$ cat src/rtl/rc4_phase_scheduler.sv
`default_nettype none
// ============================================================================
// Module  : rc4_phase_scheduler
// Brief   : Sequences the RC4 S-init, key-schedule and keystream engines,
//           owns the shared S-RAM mux and enforces a per-phase watchdog.
// Revision: 1.0 - initial release
// ============================================================================
module rc4_phase_scheduler #(
  parameter int TIMEOUT = 16383,
  parameter int CNT_W   = 15
) (
  input  logic        clk,
  input  logic        reset,
  input  logic        start,
  input  logic [23:0] key,
  output logic [23:0] key_out,
  output logic        busy,
  output logic        done,
  output logic        timeout_err,
  output logic [1:0]  phase,
  output logic [2:0]  eng_start,
  input  logic [2:0]  eng_done,
  input  logic [2:0]  eng_write,
  input  logic [23:0] eng_addr,
  input  logic [23:0] eng_data,
  output logic [7:0]  ram_address,
  output logic [7:0]  ram_data,
  output logic        ram_wren
);

  typedef enum logic [2:0] {
    S_IDLE   = 3'd0,
    S_LAUNCH = 3'd1,
    S_RUN    = 3'd2,
    S_GAP    = 3'd3,
    S_FINISH = 3'd4,
    S_FAULT  = 3'd5
  } state_t;

  localparam logic [CNT_W-1:0] c_cnt_last = CNT_W'(TIMEOUT - 1);

  state_t           r_state;
  state_t           w_state_next;
  logic [CNT_W-1:0] r_cnt;
  logic [1:0]       r_phase;
  logic [23:0]      r_key;
  logic             r_timeout_err;
  logic             w_act_done;
  logic             w_act_write;

  // Everything on the engine side is steered by the active phase index.
  always_comb begin
    w_act_done  = 1'b0;
    w_act_write = 1'b0;
    ram_address = 8'h00;
    ram_data    = 8'h00;
    case (r_phase)
      2'd0: begin
        w_act_done  = eng_done[0];
        w_act_write = eng_write[0];
        ram_address = eng_addr[7:0];
        ram_data    = eng_data[7:0];
      end
      2'd1: begin
        w_act_done  = eng_done[1];
        w_act_write = eng_write[1];
        ram_address = eng_addr[15:8];
        ram_data    = eng_data[15:8];
      end
      2'd2: begin
        w_act_done  = eng_done[2];
        w_act_write = eng_write[2];
        ram_address = eng_addr[23:16];
        ram_data    = eng_data[23:16];
      end
      default: ;
    endcase
  end

  always_ff @(posedge clk or posedge reset) begin
    if (reset) r_state <= S_IDLE;
    else       r_state <= w_state_next;
  end

  always_comb begin
    w_state_next = r_state;
    busy         = (r_state != S_IDLE);
    done         = (r_state == S_FINISH);
    ram_wren     = (r_state == S_RUN) && w_act_write;
    eng_start    = 3'b000;
    if (r_state == S_LAUNCH) begin
      case (r_phase)
        2'd0:    eng_start = 3'b001;
        2'd1:    eng_start = 3'b010;
        2'd2:    eng_start = 3'b100;
        default: eng_start = 3'b000;
      endcase
    end
    case (r_state)
      S_IDLE:   if (start) w_state_next = S_LAUNCH;
      S_LAUNCH: w_state_next = S_RUN;
      S_RUN: begin
        // A done arriving on the last watchdog cycle still counts as success.
        if (w_act_done)               w_state_next = S_GAP;
        else if (r_cnt == c_cnt_last) w_state_next = S_FAULT;
      end
      S_GAP:    w_state_next = (r_phase == 2'd2) ? S_FINISH : S_LAUNCH;
      S_FINISH: w_state_next = S_IDLE;
      S_FAULT:  w_state_next = S_IDLE;
      default:  w_state_next = S_IDLE;
    endcase
  end

  always_ff @(posedge clk or posedge reset) begin
    if (reset) begin
      r_cnt         <= '0;
      r_phase       <= 2'd0;
      r_key         <= 24'h000000;
      r_timeout_err <= 1'b0;
    end else begin
      case (r_state)
        S_IDLE: begin
          if (start) begin
            r_key         <= key;
            r_phase       <= 2'd0;
            r_timeout_err <= 1'b0;
          end
        end
        S_LAUNCH: r_cnt <= '0;
        S_RUN:    r_cnt <= r_cnt + 1'b1;
        S_GAP:    if (r_phase != 2'd2) r_phase <= r_phase + 2'd1;
        S_FINISH: r_phase <= 2'd0;
        S_FAULT: begin
          r_timeout_err <= 1'b1;
          r_phase       <= 2'd0;
        end
        default:  r_phase <= 2'd0;
      endcase
    end
  end

  assign key_out     = r_key;
  assign timeout_err = r_timeout_err;
  assign phase       = r_phase;

endmodule
`default_nettype wire

$ cat config.mk
export PLATFORM = sky130hd
export DESIGN_NAME = rc4_phase_scheduler
export DESIGN_NICKNAME = d
export VERILOG_FILES = /design/src/rtl/rc4_phase_scheduler.sv
export SDC_FILE = /design/constraint.sdc
export NUM_CORES = 1
export LEC_CHECK = 0
export BUFFER_PORTS_ARGS = -buffer_cell sky130_fd_sc_hd__clkbuf_2
export CORE_ASPECT_RATIO = 0.9
export CORE_UTILIZATION = 34
export DETAILED_ROUTE_END_ITERATION = 10
export PLACE_DENSITY_LB_ADDON = 0.1
export SETUP_SLACK_MARGIN = 0.05
export SLEW_MARGIN = 20
export SYNTH_ARGS = -nofsm -noshare
export SYNTH_HDL_FRONTEND = slang
export SYNTH_SLANG_ARGS = --single-unit
$ cat constraint.sdc
create_clock -name clk -period 1.95 [get_ports clk]
set_input_delay 0.195 -clock clk [delete_from_list [all_inputs] [get_ports clk]]
set_output_delay 0.195 -clock clk [all_outputs]
set_load 0.02 [all_outputs]
==> key figures <==
Outcome
  – Status: completed

Clock network
  – Clk Latency, worst-skew pair: 290 ps
  – Post-CTS Hold Buffers: 0
  – Clock transition at the registers of the reported paths: 90 ps
  – Clock Tree Buf Depth: 2
  – CTS sink count: 45
  – CTS buffer count: 5
  – TritonCTS clock tree: yes
  – CTS root buf: clkbuf_8
  – CTS HTree Levels: 2

Detailed routing
  – Via count: 2257
  – DRT Pass-1 Iters: 6
  – Vias/cell: 5.07
  – Initial DRC count: 192
  – ANT nets after route: 0
  – WL final: 6030 um
  – # DRC: 0
  – Routed len/inst: 13.5 um

Min path
  – Worst hold path type: input port to asynchronous set/reset pin

STA
  – Hold Fails Final Rpt: 0
  – Max Freq: ~0.52 GHz
  – Final setup viols: 0
  – Final Max Tran Viols: 0
  – Final period utilization: between 90% and 100%
  – Post-route setup slack: 11.6 ps
  – Setup TNS: 0 ps
  – Final clock skew: between 7 and 8 ps
  – RSZ-0062 raised after global routing: true
  – Tmin final: 1940 ps
  – Slew margin rel.: 63.0%
  – Least-Margin Pin Slew: between 500 and 600 ps

Cells and area
  – Area grow syn2layout: 41.3%
  – Finished layout cell area: ~3400 um^2
  – Ratio of cells with drive above 1 in the final layout: between 50% and 60%
  – Final Net Count: roughly 440
  – Final core occ: 50.6%
  – Inserted Diodes: 0

Pwr
  – PwrDens: 1410 nW/um^2
  – Peak supply drop: 818 uV
  – Leak: 1.67 nW
  – Pwr Total: 4.77 mW

Global route
  – Initial antenna violation count: 0
  – Largest net degree at the start of global routing: 46
  – GRT Overall Usage: 16.4%
  – Vias in the first global route: around 2.1k
  – First-pass GRT wire length: 9860 um
  – GR Overflow Total: 0

Place
  – Placement Cell Area: 3160 um^2
  – Routability-driven placement congestion ratio: 0.759
  – PortBufs: 129
  – Worst slack, placed: 79.8 ps
  – Placed wire-length estimate: 4410 um

Synth
  – Post-Syn Area: 2390 um^2
  – Ys Warns: 0
  – Syn_area_per_cell: 11.0 um^2
  – Mapped Nets: 305
  – Seq/Total Area, Yosys: 47.0%
  – Synth unique cells: 42
  – #FFs+latches synth: 45
  – Synth Instances: 217

Floorplan
  – Die Area: around 7400 um^2
  – Placeable core area: roughly 6700 um^2
  – Io pins: between 100 and 150
  – Die width: 90.4 um
  – FP Rows: 28
  – Die Y: between 80 and 90 um
  – Initial Utilization: 35.8%

Critical path
  – CP max-delay cell: dfrtp_1
  – Setup crit start kind: flip-flop
  – Worst path cell trace: buf_6 -> ha_4 -> buf_6 -> a222oi_1 -> nor3_2 -> clkbuf_2
  – Crit Path Max Fanout: 5
  – Most used cell, CP: buf_6
  – R2R setup slack: ~150 ps
  – CP Capture Type: output port
  – CP arrival: 1740 ps
  – Max incr delay on CP: between 400 and 500 ps
  – Worst Path Required: 1750 ps
  – WS Path Type: flip-flop to output port

Flow run
  – Maxcap violations: 0
## kinds of logic (layout without fill, tap and decap cells)
| group | Yosys count | in the layout | share of synthesized area (%) |
|---|---|---|---|
| buf+inv | 24 | 162 | 5.02 |
| flops | 45 | 45 | 47.0 |
| simple gates | 63 | 63 | 14.5 |
| fa+ha+maj | 7 | 7 | 3.66 |
| mux | 26 | 26 | 12.1 |
| compound gates | 52 | 52 | 17.7 |
## routing by layer
metal  track usage, %  up-vias  part of all wire (%)  wire (um)
li1                 -     1104                     -          -
met1             22.5     1083                    47       2810
met2             27.3       70                    49       2940
met3             4.07        0                   4.6        276
met4             1.61        0                     0          0
met5                0        -                     0          0
## cell usage in the layout, fill, tap and decap left out, drive strengths merged, types with 2 or more instances in the layout
cell type	instances
a21oi	3
or3	2
mux2	24
o21ai	10
clkbuf	126
ha	7
nand2	9
o211ai	5
nand3	9
nor2	20
dfrtp	45
nand4	3
o311ai	3
o41ai	3
mux2i	2
inv	8
o31ai	5
nor3	7
nor3b	2
a222oi	18
and2	5
buf	27
## state kept, by name, indices dropped and copies added, names as in the netlist
register / cells
phase: 2
r_state: 3
timeout_err: 1
r_cnt: 15
key_out: 24
## critical path: cells and delay by family (launching register included)
family,cells,cell delay (ps)
adder cells (fa/ha/maj),1,170
AO/OA/AOI/OAI,1,370
buffers and inverters,3,440
AND/OR/NAND/NOR,1,60
flip-flops,1,410
## through the flow
step           hold WS, ps  cells
6_report              11.2    445
3_5_place_dp           357    431
2_1_floorplan          347    217
4_1_cts               30.0    444
3_3_place_gp           363    431
5_1_grt               63.6    445
## timing repair
action	4_1_cts	5_1_grt
setup buffers	3	1
resized for setup	13	21
hold endpoints to repair	0	0
gates cloned	2	0
pin swaps	4	10
endpoints found under the setup margin	21	25
## cell type report
cell class | instances | area (um^2)
clock buffer | 7 | 96.3
clock inverter | 1 | 8.76
fill | 628 | 3310
inverter | 8 | 30.0
multi-input combinational | 148 | 1180
sequential | 45 | 1130
tap | 90 | 113
timing repair buffer | 146 | 823
## power breakdown
part / internal [mW] / switching (mW)
Clock: 0.328 / 0.325
Combinational: 1.15 / 1.48
Sequential: 1.26 / 0.222
## cells in the mapped netlist, drive strengths merged
| master | count | share of area [%] |
|---|---|---|
| o31a | 1 | 0.37 |
| o21a | 1 | 0.31 |
| nand3b | 1 | 0.31 |
| and2b | 1 | 0.37 |
| nand3 | 9 | 1.9 |
| a21oi | 3 | 0.63 |
| inv | 8 | 1.3 |
| buf | 13 | 3.3 |
| nand4 | 3 | 1.0 |
| nor3b | 2 | 1.1 |
| or3b | 1 | 0.37 |
| or3 | 2 | 0.58 |
| o211ai | 5 | 1.6 |
| mux2 | 24 | 11 |
| nand2b | 1 | 0.57 |
| nand2 | 9 | 1.5 |
| o41ai | 3 | 1.1 |
| a222oi | 18 | 7.5 |
| o31ai | 5 | 1.6 |
| clkbuf | 3 | 0.47 |
| and4 | 1 | 0.37 |
| o311ai | 3 | 1.4 |
| nor2 | 20 | 3.1 |
| nor3 | 7 | 1.7 |
| and2 | 5 | 1.3 |
| o21ai | 10 | 2.1 |
| and3 | 1 | 0.26 |
| mux2i | 2 | 0.84 |
| ha | 7 | 3.7 |
| a211o | 1 | 0.37 |
| a311oi | 1 | 0.37 |
| dfrtp | 45 | 47 |
| a2bb2oi | 1 | 0.37 |
## path summary, 6_finish.rpt
| path | start | to | depth (start not counted) |
|---|---|---|---|
| hold / removal | reset | r_cnt[9] | 3 |
| max in group asynchronous | reset | phase[0] | 3 |
| setup reg to reg | phase[1] | r_state[1] | 7 |
| min in group clk | key[20] | key_out[20] | 2 |
| hold reg to reg | r_cnt[14] | r_cnt[14] | 1 |
| setup / recovery | phase[1] | ram_wren | 6 |
No activity file was read; power rests on OpenSTA's default activity.
